$ cat src/rtl/mxv_tx_frame_sequencer.sv
// Transmit-side frame sequencer: drains MxV result words from the result FIFO and drives the
// byte-serial UART TX with one SOF/length/command/payload/EOF frame per start request.
module mxv_tx_frame_sequencer #(
  parameter int unsigned DATA_W   = 16,
  parameter int unsigned LEN_W    = 8,
  parameter logic [7:0]  SOF_BYTE = 8'hFE,
  parameter logic [7:0]  CMD_BYTE = 8'h04,
  parameter logic [7:0]  EOF_BYTE = 8'hEF
) (
  input  logic              clk,
  input  logic              reset,
  input  logic              start,
  input  logic [LEN_W-1:0]  matrix_length,
  input  logic              res_empty,
  output logic              res_pop,
  input  logic [DATA_W-1:0] res_data,
  input  logic              tx_busy,
  input  logic              tx_done,
  output logic              tx_start,
  output logic [7:0]        tx_data,
  output logic              busy,
  output logic              frame_done
);

  localparam int unsigned     NumBytes = DATA_W / 8;
  localparam int unsigned     IdxW     = (NumBytes > 1) ? $clog2(NumBytes) : 1;
  localparam logic [IdxW-1:0] LastIdx  = IdxW'(NumBytes - 1);

  typedef enum logic [3:0] {
    StIdle, StSof, StLen, StCmd, StPop, StCapt, StByte, StEof, StFin
  } state_e;

  state_e             state_q, state_d, send_next;
  // Byte-send states: 0 = launch, 1 = wait for tx_done. CAPT: 0 = pop in flight, 1 = data valid.
  logic               phase_q, phase_d;
  logic [LEN_W-1:0]   len_q, len_d;
  logic [LEN_W-1:0]   word_cnt_q, word_cnt_d;
  logic [DATA_W-1:0]  word_q, word_d;
  logic [IdxW-1:0]    byte_idx_q, byte_idx_d;
  logic [7:0]         tx_data_q, tx_data_d;
  logic               tx_start_q, tx_start_d;
  logic               res_pop_q, res_pop_d;
  logic               busy_q, busy_d;
  logic               frame_done_q, frame_done_d;
  logic [7:0]         send_byte;

  always_ff @(posedge clk or negedge reset) begin
    if (!reset) begin
      state_q      <= StIdle;
      phase_q      <= 1'b0;
      len_q        <= '0;
      word_cnt_q   <= '0;
      word_q       <= '0;
      byte_idx_q   <= '0;
      tx_data_q    <= 8'h00;
      tx_start_q   <= 1'b0;
      res_pop_q    <= 1'b0;
      busy_q       <= 1'b0;
      frame_done_q <= 1'b0;
    end else begin
      state_q      <= state_d;
      phase_q      <= phase_d;
      len_q        <= len_d;
      word_cnt_q   <= word_cnt_d;
      word_q       <= word_d;
      byte_idx_q   <= byte_idx_d;
      tx_data_q    <= tx_data_d;
      tx_start_q   <= tx_start_d;
      res_pop_q    <= res_pop_d;
      busy_q       <= busy_d;
      frame_done_q <= frame_done_d;
    end
  end

  // Byte to send and successor state for each byte-send state.
  always_comb begin
    send_byte = SOF_BYTE;
    send_next = StLen;
    unique case (state_q)
      StSof: begin
        send_byte = SOF_BYTE;
        send_next = StLen;
      end
      StLen: begin
        send_byte = len_q[7:0];
        send_next = StCmd;
      end
      StCmd: begin
        send_byte = CMD_BYTE;
        send_next = (len_q != '0) ? StPop : StEof;
      end
      StByte: begin
        send_byte = word_q[{byte_idx_q, 3'b000} +: 8];
        if (byte_idx_q != '0) begin
          send_next = StByte;
        end else if ((word_cnt_q + LEN_W'(1)) < len_q) begin
          send_next = StPop;
        end else begin
          send_next = StEof;
        end
      end
      StEof: begin
        send_byte = EOF_BYTE;
        send_next = StFin;
      end
      default: ;
    endcase
  end

  always_comb begin
    state_d      = state_q;
    phase_d      = phase_q;
    len_d        = len_q;
    word_cnt_d   = word_cnt_q;
    word_d       = word_q;
    byte_idx_d   = byte_idx_q;
    tx_data_d    = tx_data_q;
    busy_d       = busy_q;
    tx_start_d   = 1'b0;
    res_pop_d    = 1'b0;
    frame_done_d = 1'b0;
    unique case (state_q)
      StIdle: begin
        if (start) begin
          len_d      = matrix_length;
          word_cnt_d = '0;
          busy_d     = 1'b1;
          phase_d    = 1'b0;
          state_d    = StSof;
        end
      end
      StPop: begin
        if (!res_empty) begin
          res_pop_d = 1'b1;
          phase_d   = 1'b0;
          state_d   = StCapt;
        end
      end
      StCapt: begin
        // The FIFO sees the registered pop one cycle late, so data lands a cycle after that.
        if (!phase_q) begin
          phase_d = 1'b1;
        end else begin
          word_d     = res_data;
          byte_idx_d = LastIdx;
          phase_d    = 1'b0;
          state_d    = StByte;
        end
      end
      StFin: state_d = StIdle;
      default: begin
        if (!phase_q) begin
          tx_data_d = send_byte;
          if (!tx_busy) begin
            tx_start_d = 1'b1;
            phase_d    = 1'b1;
          end
        end else if (tx_done) begin
          phase_d = 1'b0;
          state_d = send_next;
          if (state_q == StByte) begin
            if (byte_idx_q != '0) begin
              byte_idx_d = byte_idx_q - IdxW'(1);
            end else begin
              word_cnt_d = word_cnt_q + LEN_W'(1);
            end
          end
          if (state_q == StEof) begin
            frame_done_d = 1'b1;
            busy_d       = 1'b0;
          end
        end
      end
    endcase
  end

  assign tx_start   = tx_start_q;
  assign tx_data    = tx_data_q;
  assign res_pop    = res_pop_q;
  assign busy       = busy_q;
  assign frame_done = frame_done_q;

endmodule

$ cat config.mk
export PLATFORM = sky130hd
export DESIGN_NAME = mxv_tx_frame_sequencer
export DESIGN_NICKNAME = d
export VERILOG_FILES = /design/src/rtl/mxv_tx_frame_sequencer.sv
export SDC_FILE = /design/constraint.sdc
export NUM_CORES = 1
export LEC_CHECK = 0
export BUFFER_PORTS_ARGS = -buffer_cell sky130_fd_sc_hd__buf_2
export CORE_ASPECT_RATIO = 0.8
export CORE_MARGIN = 1.5
export CORE_UTILIZATION = 45
export CTS_BUF_LIST = sky130_fd_sc_hd__clkbuf_8
export DETAILED_ROUTE_END_ITERATION = 6
export GPL_TIMING_DRIVEN = 0
export PLACE_DENSITY = 0.7
export REMOVE_ABC_BUFFERS = 1
export SLEW_MARGIN = 20
export SYNTH_ARGS = -nofsm -noshare
export SYNTH_HDL_FRONTEND = slang
export SYNTH_SLANG_ARGS = --single-unit
$ cat constraint.sdc
create_clock -name clk -period 2 [get_ports clk]
set_input_delay 0.2 -clock clk [delete_from_list [all_inputs] [get_ports clk]]
set_output_delay 0.2 -clock clk [all_outputs]
set_load 0.005 [all_outputs]
# == After elaboration in Yosys (flattened, before gate mapping) ==
# Cells that the tools add are included.
# op_classes
addsub,2
order_cmp,1
eq_ne,11
n_shift,1
muxes,43
bitwise_logic,5
n_reduce_logical,21
# op_table
op,count
two-way mux 8 bit,5
case mux 4 bit (4 select lines),2
case mux 8 bit (4 select lines),1
two-way mux 1 bit,23
two-way mux 4 bit,5
"equality test 4 x 3 -> 1 bit, second input constant",4
case mux 8 bit (2 select lines),1
indexed part select 16 x 5 -> 8 bit,1
nonzero test 2 bit,6
AND reduction 5 bit,2
"adder 8 x 1 -> 8 bit, second input constant",1
"equality test 4 x 2 -> 1 bit, second input constant",2
less-than comparator 8 bit,1
nonzero test 8 bit,1
two-way mux 2 bit,3
"inequality test 2 bit, second input constant",3
AND reduction 2 bit,3
AND reduction 6 bit,1
OR reduction 3 bit,2
inverter 1 bit,5
nonzero test 5 bit,1
"equality test 4 bit, second input constant",1
logical NOT 4 bit,1
case mux 1 bit (2 select lines),2
7 further kinds,7
# totals
ff_bits,50
input_bits,30
out_inout_bits,12
elab_cells,95

# == Logic depth before layout (Yosys ltp) ==
# Gate-level depths: netlist (run 1).
# logic_depth
ltp_word,8
ltp_mapped,11
depth_no_buf,11

# == Worst setup path after synthesis (run 1) ==
# No wires, ideal clock.
# synth_timing
path_type,register -> register
from,register word_cnt_q[0]
to,register state_q[0]
setup_time_ns,0.096
arrival_time_ns,2.086
t_required_ns,1.904
path_slack_ns,-0.182
path_stages_with_launch,11
n_path_buf,0
period_less_slack_ns,2.182
cell_sequence,dfrtp_1 and3_1 nand3_1 nor2_1 xnor2_1 inv_1 ha_1 nand2_1 o41ai_1 a22oi_1 o31ai_1
# synth_via
elab_chain_len,8
# synth_lines
element,line,source
from (decl),37,"logic [LEN_W-1:0] word_cnt_q, word_cnt_d;"
from (signal assigned),64,word_cnt_q <= word_cnt_d;
adder 8 x 1 -> 8 bit,96,end else if ((word_cnt_q + LEN_W'(1)) < len_q) begin
less-than comparator 8 bit,96,
two-way mux 2 bit,96,
two-way mux 2 bit,94,if (byte_idx_q != '0) begin
case mux 4 bit (4 select lines),79,unique case (state_q)
two-way mux 4 bit,158,end else if (tx_done) begin
two-way mux 4 bit,152,if (!phase_q) begin
case mux 4 bit (4 select lines),122,unique case (state_q)
to (signal assigned),49,state_q <= StIdle;
to (signal assigned),61,state_q <= state_d;
to (decl),33,"state_e state_q, state_d, send_next;"
# Every way passes these cells. The select of a mux whose other input is x is not followed.
# A chain may end at the register's enable or synchronous reset.

# == Worst setup path after layout (run 1) ==
# Same ends and word-level chain as after synthesis.

==> flow_summary.toml, run 1 <==
[layout]
diodes = 0
final_nets = 345
area_growth_pct = 19.9
fillCellCount = 496
drive_above_1_share_pct = 32.8
final_cell_area_sq_um = 3210

[drt]
drt-total-wl_um = 5680
drt_iter0_markers = 87
wl_met2_um = 2580
top_layer = "met4"
drc = 0
dr.pass1.iters = 4
wl_per_cell_um = 14.7
dr_wl_met3_um = 203
routedLengthMet1_um = 2830
dr_total_vias = 2074
vias_per_cell = 5.37
ant_nets = 0

[timing]
clock_skew_ps = 7.35
post-route-period-util_pct = 106
max_freq_mhz = 471
slew_viol_final = 0
postLayoutSetupSlackWorst_ps = -123
slew_headroom_pct = 58.1
rsz0062_at_grt = "true"
hold_viol_final = 0
period_needed_ps = 2120
setup_viol = 2
tightest_slew_ps = 629
setup_tns_ps = -232

[critical_path]
critical_path_class = "flop to flop"
r2r_end = "state_q[0]$_DFFE_PN0P_"
worst-endpoint-arrival_ps = 2310
start_kind = "flop"
r2r_cells = 11
cp-end-kind = "flop"
ff2ff_setup_slack_ps = -120
crit_required_ps = 2180
crit_fanout = 4
regToRegStartpoint = "word_cnt_q[0]$_DFFE_PN0P_"

[worst_hold_path]
min_from = "res_empty"
whs_path_depth = 2
min_path_type = "primary input to flop"
hold-path-endpoint = "res_pop$_DFF_PN0_"

[placed_design]
io_buffer_count = 41
placed_cell_area_sq_um = 2900
gp_congestion = 0.770
hpwl_um = 3740

[run]
max_cap_violations = 0

[power]
power_leakage_nw = 1.48
pwr_density_cell_nw_per_um2 = 1390
max-vdd-ir-drop_uv = 796
power.total_mw = 4.45

[yosys]
syn_inst = 263
synth_async_sr_flop_share_pct = 100
synth_edf_count = 0
synth_cell_types = 47
ys_seq_elements = 50
yosysSeqAreaShare_pct = 46.8
avgSynthCellArea_sq_um = 10.2
synth_ff_type = "dfrtp_1"
syn_area_sq_um = 2680
ys.warnings.count = 0

[grt]
first_global_vias = 2014
antenna_found_initial = 0
grt_pass1_wl_um = 9600
grt_max_degree = 51
overflow = 0
gr-usage-all-layers_pct = 19.5

[clocking]
cts_buffers = 5
ctsLongestPathBuffers = 2
path_clk_slew_ps = 90
cts_tree = "built"
clockRootBuffer = "clkbuf_8"
htree_levels = 2
clock_latency_ps = 310
cts_num_sinks = 50

[status]
outcome = "finished with violations"
violations = "negative setup slack"

[floorplan]
start_util_pct = 47.9
coreArea_sq_um = 5590
die_area_sq_um = 6420
die_y_um = 72.0
rows = 24
fp.dieW_um = 89.2
io_pins = 42
## worst max-delay path by stage
| stage | from | to | depth (start not counted) | slack, ps |
|---|---|---|---|---|
| after detailed placement | word_cnt_q[0]$_DFFE_PN0P_ | state_q[0]$_DFFE_PN0P_ | 10 | -530 |
| after global routing | word_cnt_q[0]$_DFFE_PN0P_ | state_q[0]$_DFFE_PN0P_ | 11 | -250 |
| after global placement | word_cnt_q[0]$_DFFE_PN0P_ | state_q[0]$_DFFE_PN0P_ | 10 | -530 |
| after CTS | word_cnt_q[1]$_DFFE_PN0P_ | state_q[0]$_DFFE_PN0P_ | 8 | -130 |
| after floorplan | word_cnt_q[0]$_DFFE_PN0P_ | state_q[0]$_DFFE_PN0P_ | 10 | -180 |
| final | word_cnt_q[0]$_DFFE_PN0P_ | state_q[0]$_DFFE_PN0P_ | 11 | -120 |
## timing repair
action | CTS | global route
hold buffers | 1 | 0
hold endpoints to repair | 50 | 0
gates resized for setup | 17 | 11
setup endpoints to repair | 35 | 20
pin swaps | 10 | 11
buffers inserted | 9 | 0
## stage by stage
stage	hold WS [ps]	utilization (%)	setup WS (ps)	std cells
floorplan	-95.6	-	-182	249
detailed placement	264	51.9	-532	368
global placement	376	51.9	-529	368
global route	48.5	57.4	-255	386
CTS	41.7	56.8	-134	386
finish	52.3	57.4	-123	386
## Yosys cell counts, types with 6 or more instances
cell,number,area share (%)
a21oi_1,21,3.9
dfrtp_1,50,47
ha_1,8,3.7
inv_1,12,1.7
mux2_1,6,2.5
mux2_2,6,2.5
mux2_4,11,6.2
nand2_1,26,3.6
nand3_1,11,2.1
nor2_1,18,2.5
nor3_1,7,1.3
o21ai_0,16,3.0
## cell usage in the layout, fill, tap and decap left out, types with 2 or more instances in the layout
master / synthesis / routed
mux2i_1: 4 / 4
buf_2: 5 / 40
clkbuf_8: 0 / 5
dfrtp_2: 0 / 4
nor2_1: 18 / 16
a21o_1: 3 / 3
nand3_1: 11 / 9
inv_2: 1 / 2
a21oi_1: 21 / 20
ha_4: 0 / 2
inv_1: 12 / 12
ha_1: 8 / 6
o21a_1: 2 / 2
o211a_1: 2 / 2
nor3_1: 7 / 7
xor2_1: 2 / 2
mux2_4: 11 / 11
nand2b_1: 5 / 5
mux2_1: 6 / 6
nand2_1: 26 / 25
nor2_4: 1 / 3
o31ai_1: 2 / 2
xnor2_1: 4 / 3
dfrtp_1: 50 / 45
and3_4: 0 / 2
buf_4: 2 / 10
nor4_1: 3 / 3
o21ai_0: 16 / 16
a31oi_1: 5 / 5
mux2_2: 6 / 6
o21ai_1: 4 / 4
## registers in the layout, summed over array words and instances (netlist names)
register and count:
word_q 16, len_q 8, tx_data 8, word_cnt_q 8, state_q 4, busy 1, byte_idx_q 1, frame_done 1
phase_q 1, res_pop 1, tx_start 1
## kinds of logic (layout without fill, tap and decap cells)
group           Yosys count  in the layout  synth area share, %
fa+ha+maj                 8              8                 3.74
compound gates           64             64                 14.6
xor+xnor                  6              6                 1.96
mux                      27             27                 12.7
flops                    50             50                 46.8
simple gates             81             81                 15.3
buf+inv                  27             72                 4.86
## metal layers
| metal | up-vias | global-route usage (%) |
|---|---|---|
| met3 | 7 | 3.53 |
| met5 | - | 0 |
| met1 | 1013 | 28.7 |
| met2 | 37 | 29.1 |
| li1 | 1017 | - |
| met4 | 0 | 6.67 |
## worst max-delay path: stages, from the launching register on
cell and delay (ps):
dfrtp_2 420, and3_4 210, nand3_4 100, nor2_4 140
xnor2_2 130, inv_2 70, ha_4 260, a21oi_2 130
o21a_1 170, o41ai_4 90, a22oi_1 200, o31ai_1 80
## power by group
group / switching [mW] / internal (mW)
Combinational: 0.923 / 0.935
Clock: 0.345 / 0.368
Sequential: 0.461 / 1.42
Total: 1.73 / 2.72
## layout make-up
cell class	count	area, sq um	area share, %
Multi-Input combinational cell	186	1410	43.8
Inverter	13	48.8	1.52
Clock buffer	5	68.8	2.15
Tap cell	78	97.6	3.04
Timing Repair Buffer	51	285	8.89
Clock inverter	3	41.3	1.29
Sequential cell	50	1260	39.3
(Power assumes the default switching activity.)
==> inputs of run 2 (changes only) <==
--- a/config.mk
+++ b/config.mk
@@ -8,11 +8,12 @@
 export BUFFER_PORTS_ARGS = -buffer_cell sky130_fd_sc_hd__buf_2
 export CORE_ASPECT_RATIO = 0.8
 export CORE_MARGIN = 1.5
-export CORE_UTILIZATION = 45
+export CORE_UTILIZATION = 48
 export CTS_BUF_LIST = sky130_fd_sc_hd__clkbuf_8
 export DETAILED_ROUTE_END_ITERATION = 6
+export GPL_ROUTABILITY_DRIVEN = 0
 export GPL_TIMING_DRIVEN = 0
-export PLACE_DENSITY = 0.7
+export PLACE_DENSITY = 0.74
 export REMOVE_ABC_BUFFERS = 1
 export SLEW_MARGIN = 20
 export SYNTH_ARGS = -nofsm -noshare
==> run 2 against run 1 <==
  * The flow still finishes with violations (negative setup slack)
  * Flip-flop and latch count did not move
  * Final area decreased by 1.4%
  * Non-clock buffer count shrank 4
  * Register-to-register slack worse by 40 ps
  * Combinational power about the same
  * Critical endpoint unchanged
  * Largest cell class unchanged
  * Largest power group is now combinational logic
==> flow_summary.toml, run 2 (synthesis results as in run 1) <==
[timing]
setup_viol = 2
hold_ws_ps = 48.4
tightest_slew_ps = 631
period_needed_ps = 2170
slew_viol_final = 0
rsz0062_at_grt = "true"
post-route-period-util_pct = 108
postLayoutSetupSlackWorst_ps = -165
clock_skew_ps = 6.35
max_freq_mhz = 462
hold_viol_final = 0
slew_headroom_pct = 57.9

[layout]
final_cell_area_sq_um = 3160
largest_reg_flops = 16
final_cells = 369
most-common-layout-cells = "dfrtp_1, buf_2, nand2_1"
final_common_cell = "dfrtp_1"
fillCellCount = 480
area_growth_pct = 18.1
final_nets = 341
diodes = 0
drive_above_1_share_pct = 32.6
regMostFlops = "word_q"

[clocking]
cts_buffers = 5
htree_levels = 2
cts_num_sinks = 50
ctsLongestPathBuffers = 2
clock_latency_ps = 310
clockRootBuffer = "clkbuf_8"
path_clk_slew_ps = 100
cts_tree = "built"

[critical_path]
crit_fanout = 4
cp-end-kind = "flop"
start_kind = "flop"
critical_path_class = "flop to flop"
regToRegStartpoint = "word_cnt_q[0]$_DFFE_PN0P_"
startpoint = "word_cnt_q[0]$_DFFE_PN0P_"
worst-endpoint-arrival_ps = 2380
crit_required_ps = 2220

[floorplan]
start_util_pct = 49.5
fp.dieW_um = 86.5
io_pins = 42
rows = 24
coreArea_sq_um = 5410
die_area_sq_um = 6040
die_y_um = 69.8

[placed_design]
hpwl_um = 3800
io_buffer_count = 41
placed_cell_area_sq_um = 2880
dp_cells = 355

[status]
outcome = "finished with violations"
violations = "negative setup slack"

[drt]
drc = 0
dr.pass1.iters = 4
drt-total-wl_um = 5570
wl_per_cell_um = 15.1
dr_total_vias = 2025
ant_nets = 0
vias_per_cell = 5.49
drt_iter0_markers = 134

[worst_hold_path]
min_from = "res_empty"
min_path_type = "primary input to flop"

[power]
seq_power_share_pct = 43.0
comb_power_share_pct = 43.2
power_leakage_nw = 1.46
max-vdd-ir-drop_uv = 730
swShare_pct = 40.0
pwr-share-clk_pct = 13.8
pwr_density_cell_nw_per_um2 = 1380
internal_power_mw = 2.61
switching_power_mw = 1.74

[grt]
antenna_found_initial = 0
grt_max_degree = 51
first_global_vias = 1906
gr-usage-all-layers_pct = 19.7
overflow = 0
grt_pass1_wl_um = 9270

[run]
max_cap_violations = 0
-- run 2: path summary, 6_finish.rpt --
kind,cells past startpoint,end,slack (ps)
setup / recovery,8,state_q[0]$_DFFE_PN0P_,-170
hold / removal,2,res_pop$_DFF_PN0_,50
setup reg to reg,8,state_q[0]$_DFFE_PN0P_,-170
hold reg to reg,1,word_q[1]$_DFFE_PN0P_,500
max in group asynchronous,2,state_q[2]$_DFFE_PN0P_,1080
min in group asynchronous,2,len_q[5]$_DFFE_PN0P_,440
-- run 2: power by group through the flow --
stage | combinational (mW) | sequential [mW] | clock, mW
after floorplan | 1.30 | 1.74 | 0
after global placement | 1.62 | 1.85 | 0
after detailed placement | 1.68 | 1.86 | 0
after CTS | 1.85 | 1.85 | 0.626
after global routing | 2.10 | 1.93 | 0.655
final | 1.88 | 1.87 | 0.601
-- run 2: stage by stage --
| step | setup TNS [ps] | utilization (%) | setup WS [ps] | power (mW) |
|---|---|---|---|---|
| floorplan | -415 | - | -182 | 3.04 |
| global placement | -5550 | 53.3 | -524 | 3.47 |
| detailed placement | -6810 | 53.4 | -596 | 3.54 |
| CTS | -226 | 57.7 | -138 | 4.32 |
| global route | -451 | 58.5 | -280 | 4.69 |
| finish | -221 | 58.5 | -165 | 4.35 |
-- run 2: cell type report --
class | count | area, sq um | area share (%)
Multi-Input combinational cell | 186 | 1410 | 44.7
Sequential cell | 50 | 1260 | 39.8
Timing Repair Buffer | 47 | 268 | 8.47
Tap cell | 65 | 81.3 | 2.57
Clock buffer | 5 | 68.8 | 2.18
Inverter | 13 | 48.8 | 1.54
Clock inverter | 3 | 21.3 | 0.673
-- run 2: layer usage --
metal | global-route usage (%) | vias to the layer above | routed length [um] | share of wire, %
li1 | - | 1002 | - | -
met3 | 5.83 | 6 | 221 | 4.0
met4 | 3.76 | 0 | 51 | 0.92
met5 | 0 | - | 0 | 0
met1 | 28.8 | 968 | 2770 | 50
met2 | 29.0 | 49 | 2520 | 45
-- run 2: critical path, stage by stage, from the launching register on --
cell,delay [ps]
dfrtp_2,420
and3_4,210
nand3_4,100
xnor2_1,160
ha_1,310
nand2_1,90
o41ai_4,400
a22oi_1,140
o31ai_1,240
-- run 2: timing repair --
action                                 in CTS  in global routing
setup buffers                               5                  0
hold buffers                                1                  0
endpoints found under the hold margin      50                  0
pin swaps                                  10                  2
resized for setup                          18                 11
setup endpoints to repair                  34                 20
